**config.mk**
```make
export PLATFORM = sky130hd
export DESIGN_NAME = lcd_serial_sched
export DESIGN_NICKNAME = d
export VERILOG_FILES = /design/src/rtl/lcd_pkg.sv /design/src/rtl/lcd_frame_buf.sv /design/src/rtl/lcd_serial_sched.sv
export SDC_FILE = /design/constraint.sdc
export NUM_CORES = 1
export LEC_CHECK = 0
export ABC_AREA = 1
export CAP_MARGIN = 20
export CELL_PAD_IN_SITES_DETAIL_PLACEMENT = 0
export CELL_PAD_IN_SITES_GLOBAL_PLACEMENT = 1
export CORE_MARGIN = 4
export CORE_UTILIZATION = 45
export DETAILED_ROUTE_END_ITERATION = 16
export PLACE_DENSITY_LB_ADDON = 0.1
export SYNTH_ARGS = -nofsm -noshare
export SYNTH_HDL_FRONTEND = slang
export SYNTH_HIERARCHICAL = 1
export SYNTH_SLANG_ARGS = --single-unit
```
**constraint.sdc**
```tcl
create_clock -name FAB_CLK -period 4.2 [get_ports FAB_CLK]
set_input_delay 1.26 -clock FAB_CLK [delete_from_list [all_inputs] [get_ports FAB_CLK]]
set_output_delay 1.26 -clock FAB_CLK [all_outputs]
set_load 0.03 [all_outputs]
```
**src/rtl/lcd_pkg.sv**
```systemverilog
`default_nettype none
// ============================================================================
// lcd_pkg - shared LCD command codes, state/stream encodings and byte helpers
// Rev 1.0
// ============================================================================
package lcd_pkg;

    localparam logic [7:0] LCD_CMD_PREFIX = 8'hFE;
    localparam logic [7:0] LCD_CLEAR      = 8'h01;
    localparam logic [7:0] LCD_LINE0      = 8'h80;
    localparam logic [7:0] LCD_LINE1      = 8'hC0;
    localparam logic [7:0] LCD_SPACE      = 8'h20;
    localparam int         LCD_NUM_CHARS  = 32;

    localparam logic [1:0] ST_INIT_WAIT = 2'd0;
    localparam logic [1:0] ST_IDLE      = 2'd1;
    localparam logic [1:0] ST_SEND      = 2'd2;
    localparam logic [1:0] ST_DELAY     = 2'd3;

    localparam logic [1:0] SEL_INIT     = 2'd0;
    localparam logic [1:0] SEL_CLEAR    = 2'd1;
    localparam logic [1:0] SEL_REFRESH  = 2'd2;

    function automatic logic [5:0] stream_last(input logic [1:0] sel);
        return (sel == SEL_REFRESH) ? 6'd35 : 6'd1;
    endfunction

    // Refresh layout: FE 80 c0..c15 FE C0 c16..c31
    function automatic logic [4:0] refresh_addr(input logic [5:0] idx);
        logic [5:0] a;
        a = (idx < 6'd18) ? (idx - 6'd2) : (idx - 6'd4);
        return a[4:0];
    endfunction

    function automatic logic [7:0] stream_byte(input logic [1:0] sel,
                                               input logic [5:0] idx,
                                               input logic [7:0] ch);
        if (sel != SEL_REFRESH)
            return (idx == 6'd0) ? LCD_CMD_PREFIX : LCD_CLEAR;
        case (idx)
            6'd0:    return LCD_CMD_PREFIX;
            6'd1:    return LCD_LINE0;
            6'd18:   return LCD_CMD_PREFIX;
            6'd19:   return LCD_LINE1;
            default: return ch;
        endcase
    endfunction

endpackage
`default_nettype wire

```
**src/rtl/lcd_frame_buf.sv**
```systemverilog
`default_nettype none
// ============================================================================
// lcd_frame_buf - 32x8 character store, synchronous write, combinational read
// Rev 1.0
// ============================================================================
module lcd_frame_buf
    import lcd_pkg::*;
(
    input  logic       clk,
    input  logic       rst_n,
    input  logic       i_we,
    input  logic [4:0] i_waddr,
    input  logic [7:0] i_wdata,
    input  logic [4:0] i_raddr,
    output logic [7:0] o_rdata
);

    logic [7:0] r_mem [LCD_NUM_CHARS];

    always_ff @(posedge clk) begin
        if (!rst_n) begin
            for (int i = 0; i < LCD_NUM_CHARS; i++)
                r_mem[i] <= LCD_SPACE;
        end else if (i_we) begin
            r_mem[i_waddr] <= i_wdata;
        end
    end

    assign o_rdata = r_mem[i_raddr];

endmodule
`default_nettype wire

```
**src/rtl/lcd_serial_sched.sv**
```systemverilog
`default_nettype none
// ============================================================================
// lcd_serial_sched - arbitrates init/clear/refresh byte streams onto the UART
// Rev 1.0
// ============================================================================
module lcd_serial_sched
    import lcd_pkg::*;
#(
    parameter int INIT_WAIT_CYC = 500000,
    parameter int CMD_WAIT_CYC  = 250000,
    parameter int AUTO_REFRESH  = 1
) (
    input  logic       FAB_CLK,
    input  logic       MSS_RESET_N,
    input  logic       BUF_WE,
    input  logic [4:0] BUF_ADDR,
    input  logic [7:0] BUF_WDATA,
    input  logic       CLEAR_REQ,
    input  logic       REFRESH_REQ,
    output logic [7:0] TX_DATA,
    output logic       TX_VALID,
    input  logic       TX_READY,
    output logic       BUSY,
    output logic       INIT_DONE,
    output logic       DIRTY
);

    localparam int MAX_WAIT = (INIT_WAIT_CYC > CMD_WAIT_CYC) ? INIT_WAIT_CYC : CMD_WAIT_CYC;
    localparam int CNT_W    = $clog2(MAX_WAIT + 1);
    localparam logic [CNT_W-1:0] INIT_LAST = CNT_W'(INIT_WAIT_CYC - 1);
    localparam logic [CNT_W-1:0] CMD_LAST  = CNT_W'(CMD_WAIT_CYC - 1);

    logic [1:0]       r_state;
    logic [1:0]       w_next_state;
    logic [CNT_W-1:0] r_cnt;
    logic [1:0]       r_sel;
    logic [5:0]       r_idx;
    logic [7:0]       r_tx_data;
    logic             r_clr_pend;
    logic             r_ref_pend;
    logic             r_dirty;
    logic             r_init_done;

    logic             w_xfer;
    logic             w_last;
    logic             w_clr_any;
    logic             w_ref_any;
    logic             w_start_clr;
    logic             w_start_ref;
    logic             w_init_end;
    logic [5:0]       w_idx_nxt;
    logic [7:0]       w_rd_char;

    assign w_xfer      = (r_state == ST_SEND) && TX_READY;
    assign w_last      = (r_idx == stream_last(r_sel));
    assign w_clr_any   = r_clr_pend || CLEAR_REQ;
    assign w_ref_any   = r_ref_pend || REFRESH_REQ || ((AUTO_REFRESH != 0) && r_dirty);
    assign w_start_clr = (r_state == ST_IDLE) && w_clr_any;
    assign w_start_ref = (r_state == ST_IDLE) && !w_clr_any && w_ref_any;
    assign w_init_end  = (r_state == ST_DELAY) && (r_cnt == CMD_LAST) && (r_sel == SEL_INIT);
    assign w_idx_nxt   = r_idx + 6'd1;

    lcd_frame_buf u_frame_buf (
        .clk     (FAB_CLK),
        .rst_n   (MSS_RESET_N),
        .i_we    (BUF_WE),
        .i_waddr (BUF_ADDR),
        .i_wdata (BUF_WDATA),
        .i_raddr (refresh_addr(w_idx_nxt)),
        .o_rdata (w_rd_char)
    );

    always_ff @(posedge FAB_CLK) begin
        if (!MSS_RESET_N)
            r_state <= ST_INIT_WAIT;
        else
            r_state <= w_next_state;
    end

    always_comb begin
        w_next_state = r_state;
        case (r_state)
            ST_INIT_WAIT: if (r_cnt == INIT_LAST) w_next_state = ST_SEND;
            ST_IDLE:      if (w_start_clr || w_start_ref) w_next_state = ST_SEND;
            ST_SEND:      if (w_xfer && w_last)
                              w_next_state = (r_sel == SEL_REFRESH) ? ST_IDLE : ST_DELAY;
            ST_DELAY:     if (r_cnt == CMD_LAST) w_next_state = ST_IDLE;
            default:      w_next_state = ST_INIT_WAIT;
        endcase
    end

    always_comb begin
        TX_VALID = 1'b0;
        BUSY     = 1'b1;
        case (r_state)
            ST_IDLE: BUSY     = 1'b0;
            ST_SEND: TX_VALID = 1'b1;
            default: ;
        endcase
    end

    always_ff @(posedge FAB_CLK) begin
        if (!MSS_RESET_N) begin
            r_cnt       <= '0;
            r_sel       <= SEL_INIT;
            r_idx       <= 6'd0;
            r_tx_data   <= 8'h00;
            r_clr_pend  <= 1'b0;
            r_ref_pend  <= 1'b0;
            r_dirty     <= 1'b0;
            r_init_done <= 1'b0;
        end else begin
            if (r_state != w_next_state)
                r_cnt <= '0;
            else if (r_state == ST_INIT_WAIT || r_state == ST_DELAY)
                r_cnt <= r_cnt + CNT_W'(1);

            if (w_start_clr)
                r_sel <= SEL_CLEAR;
            else if (w_start_ref)
                r_sel <= SEL_REFRESH;

            // Each byte is captured when presented so buffer writes cannot disturb a stalled byte
            if (w_next_state == ST_SEND && r_state != ST_SEND) begin
                r_idx     <= 6'd0;
                r_tx_data <= LCD_CMD_PREFIX;
            end else if (w_xfer && !w_last) begin
                r_idx     <= w_idx_nxt;
                r_tx_data <= stream_byte(r_sel, w_idx_nxt, w_rd_char);
            end

            r_clr_pend <= w_clr_any && !w_start_clr;
            r_ref_pend <= (r_ref_pend || REFRESH_REQ || w_init_end) && !w_start_ref;

            if (BUF_WE)
                r_dirty <= 1'b1;
            else if (w_start_ref)
                r_dirty <= 1'b0;

            if (w_init_end)
                r_init_done <= 1'b1;
        end
    end

    assign TX_DATA   = r_tx_data;
    assign INIT_DONE = r_init_done;
    assign DIRTY     = r_dirty;

endmodule
`default_nettype wire

```
After elaboration in Yosys (flattened, before gate mapping)

Memory sizes are Yosys's and may differ from the RTL's.
Cells that the tools add are included.

Flip-flop bits (word level): 41
Latch bits: 0
Bits in writable memories: 256
Bits in read-only memories: 0
Bits of input ports: 19
Output and inout bits: 12
Word-level logic and storage cells: 95
Memories: 1

Add/subtract/negate cells: 4
$mul: 0
Div/mod/pow operators: 0
$lt $le $gt $ge: 1
Equal/unequal tests: 14
Shifts and indexed selects: 0
Muxes and demuxes: 31
Bitwise operators: 1
Reductions and logical operators: 32

Memories:

| name              | words | bits a word | rd ports | clocked after memory_dff | write ports | line                | RTL |
|---|---|---|---|---|---|---|---|
| u_frame_buf.r_mem | 32    | 8           | 1        | 0                        | 32          | lcd_frame_buf.sv:18 | `logic [7:0] r_mem [LCD_NUM_CHARS];` |

Operator list:

| kind                                                                          | count |
|---|---|
| 8-bit two-way mux                                                             | 6 |
| 8-bit case mux with 3 select lines                                            | 1 |
| 19-bit by 1-bit adder with 19-bit output (second input constant)              | 1 |
| 19-bit by 18-bit == test with 1-bit output (second input constant)            | 1 |
| 19-bit == test (second input constant)                                        | 1 |
| 1-bit two-way mux                                                             | 15 |
| 6-bit by 5-bit == test with 1-bit output (second input constant)              | 2 |
| 1-bit logical AND                                                             | 11 |
| 2-bit two-way mux                                                             | 5 |
| 5-bit two-way mux                                                             | 2 |
| 2-bit == test (second input constant)                                         | 4 |
| 2-bit case mux with 4 select lines                                            | 1 |
| 2-bit OR reduction                                                            | 4 |
| 8-bit OR reduction                                                            | 1 |
| 6-bit by 1-bit adder with 6-bit output (second input constant)                | 1 |
| 6-bit by 1-bit == test with 1-bit output (second input constant)              | 1 |
| 6-bit == test                                                                 | 1 |
| 6-bit zero test                                                               | 1 |
| 1-bit logical OR                                                              | 6 |
| 6-bit by 5-bit less-than comparator with 1-bit output (second input constant) | 1 |
| 6-bit two-way mux                                                             | 1 |
| 2-bit nonzero test                                                            | 3 |
| 5-bit by 2-bit subtractor with 5-bit output (second input constant)           | 1 |
| 5-bit by 3-bit subtractor with 5-bit output (second input constant)           | 1 |
| 6 further kinds                                                               | 11 |

Logic depth before layout (Yosys ltp)

Gate-level depths: netlist of the first run.

Depth in word-level cells: 14
Gate-level depth with buffers: 23
Gate-level depth less buffers: 20

Cells and area by module

Netlist of the first run, hierarchy kept.

By module, submodules not included:

| module           | instances | cells each | area an instance (µm²) | seq. area each (µm²) |
|---|---|---|---|---|
| lcd_frame_buf    | 1         | 1283       | 12001.5                | 7687.4 |
| lcd_serial_sched | 1         | 379        | 2716.4                 | 820.8 |

Least setup slack after synthesis of the first run

No wires, ideal clock.

Path type: register -> register
From: register r_idx[0]
To: register r_tx_data[5] (netlist: TX_DATA[5])
Setup time: 132 ps
Arrival: 2784 ps
Data required time: 4068 ps
Setup slack: 1284 ps
Stages on the path, launching flop included: 20
Buffers on the path: 2
Clock period less this slack: 2916 ps
Path through: dfxtp_1 -> ha_1 -> xnor2_1 -> ha_1 -> nand2_1 -> a31oi_2 -> xor2_1 -> buf_2 -> buf_2 -> nand3_1 -> nand3_1 -> nand2_1 -> nand2_1 -> nand2_1 -> nand2_1 -> nand2_1 -> inv_1 -> o21ai_0 -> o21bai_1 -> a21oi_1

Word-level cells in the longest chain between the ends: 8
Elaborated cells on any way between the ends: 26
Classes of those cells: add/sub: 3; order compare: 1; eq/ne: 5; mux: 9; reduce/logical: 7; memory: 1

Ends and longest elaborated chain:

| element                                                                   | line                    | RTL |
|---|---|---|
| from (decl)                                                               | lcd_serial_sched.sv:37  | `logic [5:0] r_idx;` |
| from (signal assigned)                                                    | lcd_serial_sched.sv:128 | `r_idx <= w_idx_nxt;` |
| 6-bit by 1-bit adder with 6-bit output (*)                                | lcd_serial_sched.sv:61  | `assign w_idx_nxt = r_idx + 6'd1;` |
| 5-bit by 3-bit subtractor with 5-bit output, or another cell as far along | lcd_pkg.sv:31           | `a = (idx < 6'd18) ? (idx - 6'd2) : (idx - 6'd4);` |
| 5-bit two-way mux (*)                                                     | lcd_pkg.sv:31           |  |
| memory 32 x 8 bit (*)                                                     | --                      |  |
| named net w_rd_char[5]                                                    | lcd_serial_sched.sv:52  | `logic [7:0] w_rd_char;` |
| 8-bit case mux with 3 select lines (*)                                    | lcd_pkg.sv:40           | `case (idx)` |
| 8-bit two-way mux (*)                                                     | lcd_pkg.sv:40           |  |
| 8-bit two-way mux (*)                                                     | lcd_serial_sched.sv:127 | `end else if (w_xfer && !w_last) begin` |
| 8-bit two-way mux (*)                                                     | lcd_serial_sched.sv:124 | `if (w_next_state == ST_SEND && r_state != ST_SEND) begin` |
| to (signal assigned)                                                      | lcd_serial_sched.sv:129 | `r_tx_data <= stream_byte(r_sel, w_idx_nxt, w_rd_char);` |
| to (decl)                                                                 | lcd_serial_sched.sv:38  | `logic [7:0] r_tx_data;` |

The timed path passes the listed nets; every way through them passes the cells marked *. The select of a mux whose other input is x is not followed.
A chain may end at the register's enable or synchronous reset.

Worst setup path after layout of the first run

From: register r_idx[0]
To: register r_tx_data[1] (netlist: TX_DATA[1])

The elaborated chain is that of the path after synthesis.

==> results of run 1 <==
==> registers in the layout, summed over array words and instances (netlist names) <==
name and cells:
r_clr_pend 1, INIT_DONE 1, r_sel 2, TX_DATA 8, r_idx 6, u_frame_buf/r_mem 256
DIRTY 1, r_cnt 19, r_ref_pend 1, r_state 2
==> layout by cell type, fill, tap and decap left out, drive strengths merged, types with 22 or more instances in the layout <==
cell type / n
nor3: 22
edfxtp: 256
buf: 26
nand3: 221
dfxtp: 41
nand2: 500
nor2: 325
clkdlybuf4s50: 29
inv: 124
clkbuf: 43
==> per-layer routing <==
layer	vias up	wire [um]	share of wire, %	track usage (%)
met5	-	0	0	0
met4	0	929	2.3	5.61
met3	59	2710	6.7	2.86
met2	370	17800	44	34.7
met1	5335	18900	47	34.4
li1	5427	-	-	-
==> final cells by class <==
| type | count | share of cell area [%] |
|---|---|---|
| flip-flops and latches | 297 | 51.6 |
| multi-input cells | 1156 | 31.6 |
| well taps | 435 | 3.30 |
| repair buffers | 55 | 3.07 |
| clock inverters | 21 | 1.79 |
| clock buffers | 43 | 5.74 |
| inverters | 125 | 2.88 |
==> how the worst max path moves through the flow <==
stage	end	slack (ps)	cells past startpoint
floorplan	TX_DATA[5]$_SDFFE_PN0P_	1280	19
global placement	TX_DATA[1]$_SDFFE_PN0P_	650	18
detailed placement	u_frame_buf/r_mem[14][5]$_SDFFCE_PN1P_	610	7
CTS	TX_DATA[1]$_SDFFE_PN0P_	600	18
global route	TX_DATA[1]$_SDFFE_PN0P_	290	18
finish	TX_DATA[1]$_SDFFE_PN0P_	580	18
==> where the power goes <==
group / leakage [nW] / internal (mW) / switching (mW)
Sequential: 2.78 / 3.34 / 0.0421
Combinational: 3.06 / 0.0762 / 0.226
Clock: 0.606 / 2.04 / 1.22
Total: 6.45 / 5.46 / 1.49
==> worst max-delay path: stages (launching register included) <==
cell and delay, ps:
dfxtp_1 400, ha_1 280, xnor2_1 360, ha_1 300
nand2_1 110, a31oi_2 420, nand2_1 130, o21ai_2 90
buf_4 400, nand3_1 220, nand2_1 120, nand2_1 60
nand2_1 120, nand2_1 60, nand2_1 60, inv_1 30
o21ai_0 150, o21bai_1 80, a21oi_1 140
==> through the flow <==
stage	instances	utilization, %	total power, mW	cell area (um2)
after floorplan	1662	-	3.61	14700
after global placement	2067	47.8	3.74	15200
after detailed placement	2068	47.8	3.74	15200
after CTS	2132	51.7	7.00	16500
after global routing	2132	51.7	7.19	16500
final	2132	51.7	6.94	16500
==> kinds of logic (layout without fill, tap and decap cells) <==
| kind of cell | after synthesis | after routing |
|---|---|---|
| multiplexers | 2 | 2 |
| XOR/XNOR | 22 | 22 |
| adder cells (fa/ha/maj) | 13 | 13 |
| AO/OA/AOI/OAI | 40 | 40 |
| AND/OR/NAND/NOR | 1079 | 1079 |
| flip-flops | 297 | 297 |
| buffers and inverters | 209 | 244 |
==> results.txt, run 1 <==
Pre-CTS setup slack -> 615 ps
Post-CTS setup buffers -> 0
Most common flop cell mapped by yosys -> edfxtp_1
Asr flop ratio synth -> 0%
Drt total wl -> 40400 um
CTS tree -> done
Starting density of the core -> 46.2%
Row count -> 65
Syn_nets -> 1694
Commonest cells in the netlist -> nand2_1, nor2_1, edfxtp_1
Req. time, crit path -> 4630 ps
Top-area cell type share of the netlist area -> 52.2%
Critical path arrival -> 4050 ps
Max-slew violations -> 0
Synth Cell Area -> 0.0147 mm2
Mapped Cells -> 1662
First-pass GRT wire length -> 62900 um
Fin. Hold Viols -> 0
Compound-cell area share of the yosys netlist -> 1.62%
Inserted Diodes -> 0
Hold Path Sink -> INIT_DONE$_SDFFE_PN0P_
TNS Setup -> 0 ps
Die X -> 189 um
Placer congestion estimate -> 0.849
FF-to-FF End -> TX_DATA[1]$_SDFFE_PN0P_
Synth Area per Inst -> 8.86 um2
VDD IR max -> 0.287 mV
P_leak -> 6.45 nW
Wirelength per Cell -> 19.0 um
Simple-gate portion of the synthesized area -> 31.1%
Period utilisation layout -> 86.1%
Fillers -> 2992
Gr usage total -> 22.6%
Reg2reg path depth -> 18
Synth Area in XOR/XNOR -> 1.31%
Num Clock Sinks -> 297
EDFF count, synth -> 256
WHS -> 449 ps
Antenna violations before repair -> 0
DR iter-0 viols -> 974
TritonRoute pass-1 iters -> 5
Hold buffer count at cts -> 0
Clk slew on worst S/H paths -> 60 ps
Hold path startpoint -> INIT_DONE$_SDFFE_PN0P_
GRT overflow -> 0
Crit Reg-Reg Startpoint -> r_idx[0]$_SDFFE_PP0P_
Post-cts gate resize count -> 0
Layout Nets -> 1702
DRC -> 0
WS Path Type -> flip-flop to flip-flop
Clock buffer depth -> 3
CORE AREA -> 0.0319 mm2
Final ANT Viol Nets -> 0
IO buf count -> 30
Max-slew headroom -> 39.9%
R2R setup slack -> 580 ps
Ports -> 31
Total number of vias -> 11200
Synth Area in Adders -> 1.11%
Cell taking the most area after synthesis -> edfxtp_1
Pwr Density -> 421 mW/mm2
Crit path launch -> r_idx[0]$_SDFFE_PP0P_
Reg area -> 0.00851 mm2
Mux cell area share after synthesis -> 0.136%
Slew @ Worst Pin -> 902 ps
Status -> finished clean
Seq/Total Area, Yosys -> 57.8%
Synth area leaders -> edfxtp_1, nand2_1, nor2_1
Final worst slack -> 582 ps
Clock Tree Root -> clkbuf_16
HPWL Detailed -> 25800 um
Vias per cell -> 5.25
Largest net degree at the start of global routing -> 82
Share of layout cells above drive strength 1 -> 8.60%
Most frequent cell after synthesis -> nand2_1
RSZ-0062 raised after global routing -> no
CP Launch Type -> flip-flop
P&R area growth vs syn -> 12.1%
Die ar. -> 0.0357 mm2
Largest family of logic cells by synthesized area -> simple AND/OR/NAND/NOR gates
Total CTS buffers -> 35
Hold Crit Class -> flip-flop to flip-flop
Syn. warnings -> 6
Number of global-route vias before repair -> 10700
Chip Height -> 189 um
Minimum clock period -> 3620 ps
Max Clk Rate -> 0.276 GHz
H-Tree Depth -> 2
Final setup violation count -> 0
Library cells used by synthesis -> 39
Number of synthesized register bits -> 297
Critical Path Fanout Max -> 32
Clock latency on the worst-skew pair -> 520 ps
Multi-input gate area -> 0.00522 mm2
Setup Skew -> 24.7 ps
Cell depth of the worst min-delay path -> 2
Max cap viols -> 0
Crit. End Element -> flip-flop
Note: power is estimated with default switching activity, not from simulation.
==> run 2: changes to the inputs <==
- PLACE_DENSITY: unset -> 0.8
- PLACE_DENSITY_LB_ADDON: 0.1 -> unset
- SYNTH_HIERARCHICAL: 1 -> unset
==> results.txt, run 2 <==
CP peak stage delay -> 500 ps
CP top delay family -> simple AND/OR/NAND/NOR gates
DRC -> 0
Met2 routed WL -> 17600 um
Clk slew on worst S/H paths -> 60 ps
Fin area -> 0.0159 mm2
Commonest non-fill, non-tap cells in the layout -> nand2_1, nor2_1, edfxtp_1
CORE AREA -> 0.0315 mm2
Final setup violation count -> 0
Vias per cell -> 5.39
Drt total wl -> 37700 um
TNS Setup -> 0 ps
Total number of vias -> 10600
Top layer in use -> met4
Cell mode on critical path -> nand2_1
Placer congestion estimate -> 0.896
Slew @ Worst Pin -> 1010 ps
Biggest register -> u_frame_buf.r_mem
Pwr Density -> 493 mW/mm2
Row count -> 65
P&R area growth vs syn -> 11.1%
Asr flop ratio synth -> 0%
Critical Path Fanout Max -> 70
Clock Tree Root -> clkbuf_16
Gr usage total -> 21.2%
Worst path slowest cell -> dfxtp_1
Post-DP Area -> 0.0149 mm2
VDD IR max -> 0.240 mV
Number of synthesized register bits -> 297
CP Launch Type -> flip-flop
Largest net degree at the start of global routing -> 82
Final ANT Viol Nets -> 0
Post-CTS setup buffers -> 0
Chip Height -> 186 um
Mapped Cells -> 1543
Multi-input gate area -> 0.00504 mm2
First-pass GRT wire length -> 58500 um
Layout Cells excl Fill -> 1972
Cell taking the most area after synthesis -> edfxtp_1
WHS -> 449 ps
Max reg flops -> 256
Period utilisation layout -> 84.5%
Wirelength per Cell -> 19.1 um
Syn_nets -> 1574
WS Path Type -> flip-flop to flip-flop
Crit. End Element -> flip-flop
Synth Cell Area -> 0.0143 mm2
CTS tree -> done
Reg area -> 0.00851 mm2
Overall power -> 7.86 mW
Die X -> 186 um
Starting density of the core -> 45.5%
Placed cell count -> 1914
Library cells used by synthesis -> 38
Top-area cell type share of the netlist area -> 53.7%
Status -> finished clean
Fin. Hold Viols -> 0
Ports -> 31
Commonest non-fill, non-tap cell in the layout -> nand2_1
GRT overflow -> 0
Syn. warnings -> 0
Commonest cells in the netlist -> nand2_1, nor2_1, edfxtp_1
Max Clk Rate -> 0.282 GHz
Minimum clock period -> 3550 ps
Clock latency on the worst-skew pair -> 520 ps
Antenna violations before repair -> 0
Max-slew violations -> 0
Synth Area per Inst -> 9.28 um2
Post-cts gate resize count -> 0
Most frequent cell after synthesis -> nand2_1
TritonRoute pass-1 iters -> 7
Inserted Diodes -> 0
Clock buffer depth -> 3
Max cap viols -> 0
H-Tree Depth -> 2
Metal-1 WL -> 16500 um
IO buf count -> 30
Setup Skew -> 18.4 ps
Fillers -> 2899
Max-slew headroom -> 32.6%
Core Util, Final -> 50.6%
CP Buf/Inv Count -> 2
HPWL Detailed -> 23900 um
DR iter-0 viols -> 1040
Total CTS buffers -> 34
P_leak -> 5.91 nW
EDFF count, synth -> 256
Layout Nets -> 1579
Req. time, crit path -> 4640 ps
Seq/Total Area, Yosys -> 59.4%
Hold Crit Class -> flip-flop to flip-flop
Met3 wire len -> 2740 um
Die ar. -> 0.0347 mm2
Pre-CTS setup slack -> 616 ps
Hold buffer count at cts -> 0
Num Clock Sinks -> 297
RSZ-0062 raised after global routing -> no
Critical path arrival -> 3990 ps
Most common flop cell mapped by yosys -> edfxtp_1
Synth area leaders -> edfxtp_1, nand2_1, nor2_1
CP Cell Sequence -> ha_1 > nand2_1 > nand2_2 > ha_1 > nand2_1 > inv_1 > nor2_2 > nand2_2 > nand3_2 > nand2_4 > buf_12 > nand2_1 > o211ai_1 > nand3_1 > nand3_1 > nand2_1 > nand2_1 > nand2_1 > a21oi_1
Number of global-route vias before repair -> 10400
Share of layout cells above drive strength 1 -> 6.11%
Final worst slack -> 651 ps
==> run 2: cell types whose count changed after synthesis, moves of 9 or more <==
cell,delta
nor2_1,+18
nand4_1,+9
nand2_2,-9
mux2i_1,+47
buf_6,-15
nand3_1,-116
nand2_1,-91
inv_2,-13
nor2_4,-12
clkbuf_1,+13
o211ai_1,+22
a21oi_1,+21
==> run 2: layout make-up <==
cell class	count	area share [%]
Tap cell	402	3.16
Multi-Input combinational cell	1065	31.7
Clock inverter	17	0.888
Sequential cell	297	53.5
Inverter	103	2.43
Clock buffer	41	5.64
Timing Repair Buffer	47	2.73
==> run 2: per-layer routing <==
layer / vias to the layer above / GRT usage (%)
li1: 5133 / -
met1: 5045 / 29.6
met2: 375 / 34.7
met3: 67 / 3.52
met4: 0 / 5.83
met5: - / 0
==> run 2: where the power goes <==
group	switching, mW	internal (mW)	total, mW
Sequential	0.101	3.39	3.49
Clock	1.17	1.65	2.81
Combinational	1.06	0.486	1.55
Total	2.33	5.53	7.86
==> run 2: cells by family after synthesis <==
group	Yosys count	synth area share, %
fa+ha+maj	12	1.05
simple gates	884	25.2
flops	297	59.4
xor+xnor	16	1.03
compound gates	104	4.49
buf+inv	181	5.39
mux	49	3.42
==> run 2: final timing paths <==
| path | slack [ps] | cells after the start | endpoint | startpoint |
|---|---|---|---|---|
| max | 650 | 19 | TX_DATA[5]$_SDFFE_PN0P_ | r_idx[1]$_SDFFE_PP0P_ |
| min | 450 | 2 | INIT_DONE$_SDFFE_PN0P_ | INIT_DONE$_SDFFE_PN0P_ |
| max reg2reg | 650 | 19 | TX_DATA[5]$_SDFFE_PN0P_ | r_idx[1]$_SDFFE_PP0P_ |
| min reg2reg | 450 | 2 | INIT_DONE$_SDFFE_PN0P_ | INIT_DONE$_SDFFE_PN0P_ |
==> run 2: worst reg2reg max path, delay by kind of cell, from the launching register on <==
| family | cells | cell delay [ps] |
|---|---|---|
| and+or+nand+nor | 13 | 1780 |
| DFF | 1 | 500 |
| adders and majority gates | 2 | 480 |
| buffers and inverters | 2 | 410 |
| AOI/OAI and AO/OA | 2 | 290 |
==> run 3: changes to the inputs <==
- CORE_UTILIZATION: 45 -> 44
- PLACE_DENSITY: 0.8 -> 0.82
- clock period: 4.2 -> 3.2 ns (I/O delays scaled with it)
==> results.txt, run 3 (same netlist as run 2, synthesis figures left out) <==
IO buf count -> 30
P&R area growth vs syn -> 13.6%
Max-slew violations -> 0
Largest net degree at the start of global routing -> 134
HPWL Detailed -> 23200 um
Share of layout cells above drive strength 1 -> 8.27%
Clock Tree Root -> clkbuf_16
Total net switching power -> 3.03 mW
Combinational share of power -> 20.2%
P_leak -> 6.07 nW
Cell mode on critical path -> inv_1
Antenna violations before repair -> 0
CP top delay family -> buffers and inverters
Gr usage total -> 20.7%
WP depth -> 4
Reg2reg path depth -> 20
Multi-input gate area -> 0.00504 mm2
CORE AREA -> 0.0318 mm2
Max reg flops -> 256
Commonest non-fill, non-tap cell in the layout -> nand2_1
Worst path slowest cell -> clkdlybuf4s50_1
Sw frac -> 29.6%
Sequential power share -> 44.7%
H-Tree Depth -> 2
Fin. Hold Viols -> 0
Minimum clock period -> 3040 ps
Int Power -> 7.20 mW
Total CTS buffers -> 34
Row count -> 65
RSZ-0062 raised after global routing -> yes
CP peak stage delay -> 660 ps
Clk slew on worst S/H paths -> 60 ps
Number of global-route vias before repair -> 10100
Hold Crit Class -> flip-flop to flip-flop
Drt total wl -> 37100 um
Status -> finished clean
Final setup violation count -> 0
Clock buffer depth -> 3
Critical path arrival -> 2080 ps
Layout Nets -> 1617
CP Buf/Inv Count -> 3
Inserted Diodes -> 0
Max Clk Rate -> 0.329 GHz
Clock latency on the worst-skew pair -> 510 ps
GRT overflow -> 0
WHS -> 453 ps
Commonest non-fill, non-tap cells in the layout -> nand2_1, nor2_1, edfxtp_1
CP Launch Type -> flip-flop
Critical Path Fanout Max -> 7
Req. time, crit path -> 2240 ps
Hold buffer count at cts -> 0
Max cap viols -> 0
Placer congestion estimate -> 0.924
DRC -> 0
Overall power -> 10.2 mW
Die X -> 188 um
Biggest register -> u_frame_buf.r_mem
Ports -> 31
Period utilisation layout -> 95.0%
Layout Cells excl Fill -> 2044
CP Cell Sequence -> inv_1 > ha_1 > inv_1 > clkdlybuf4s50_1
Slew @ Worst Pin -> 979 ps
WS Path Type -> flip-flop to output port
Num Clock Sinks -> 297
DR iter-0 viols -> 977
Setup Skew -> 12.4 ps
VDD IR max -> 0.362 mV
Wirelength per Cell -> 18.2 um
Fillers -> 2877
Max-slew headroom -> 34.8%
Vias per cell -> 5.26
Cell depth of the worst min-delay path -> 2
First-pass GRT wire length -> 57800 um
Chip Height -> 188 um
Pwr Density -> 629 mW/mm2
Starting density of the core -> 45.0%
Die ar. -> 0.0355 mm2
Clock share of power -> 35.1%
Final ANT Viol Nets -> 0
Crit. End Element -> output port
Reg area -> 0.00851 mm2
Total number of vias -> 10800
Placed cell count -> 1985
TritonRoute pass-1 iters -> 5
CTS tree -> done
## run 3: final cells by class
cell class	instances	area share (%)
Tap cell	435	3.34
Sequential cell	297	52.3
Inverter	103	2.38
Multi-Input combinational cell	1065	31.0
Clock buffer	42	5.50
Timing Repair Buffer	85	4.68
Clock inverter	17	0.792
## run 3: timing repair
item / in CTS / in global routing
setup endpoints to repair: 0 / 5
resized for setup: 0 / 2
endpoints found under the hold margin: 0 / 0
buffers inserted: 0 / 0
## run 3: power groups by stage
stage / logic, mW / clock network (mW) / registers [mW]
finish: 2.07 / 3.59 / 4.57
global route: 2.26 / 3.84 / 4.59
CTS: 2.05 / 3.66 / 4.57
detailed placement: 2.04 / 0 / 4.65
global placement: 2.03 / 0 / 4.65
floorplan: 1.31 / 0 / 4.70
## run 3: path summary, 6_finish.rpt
kind / start / to / slack (ps)
setup reg to reg: r_idx[0]$_SDFFE_PP0P_ / TX_DATA[2]$_SDFFE_PN0P_ / 180
hold / removal: INIT_DONE$_SDFFE_PN0P_ / INIT_DONE$_SDFFE_PN0P_ / 450
hold reg to reg: INIT_DONE$_SDFFE_PN0P_ / INIT_DONE$_SDFFE_PN0P_ / 450
setup / recovery: r_state[1]$_SDFF_PN0_ / BUSY / 160
## run 3: worst register-to-register path, cell delays in order, from the launching register on
cell	delay (ps)
dfxtp_4	390
ha_1	200
inv_1	50
nand2_1	70
nand2_2	100
ha_1	270
nand2_1	80
inv_1	40
nor2_2	130
nand2_2	100
nand3_2	110
nand2_4	140
inv_1	390
nand2_1	100
nand3_1	90
nand3_1	190
nand3_1	150
nand2_1	90
nand2_1	70
nand2_1	50
a21oi_1	130
## run 3: per-stage QoR
step                TNS (ps)  area (um2)  setup WS (ps)  util [%]
finish                     0       16300            158      51.2
global route           -34.7       16300          -17.9      51.2
CTS                        0       16300            147      51.2
detailed placement         0       15200           58.5      47.9
global placement           0       15200           67.7      47.9
floorplan                  0       14300            558         -
## run 3: per-layer routing
layer / global-route usage, % / part of all wire (%)
met3: 3.20 / 7.2
met5: 0 / 0
met1: 30.5 / 45
met4: 5.55 / 2.6
met2: 32.3 / 45
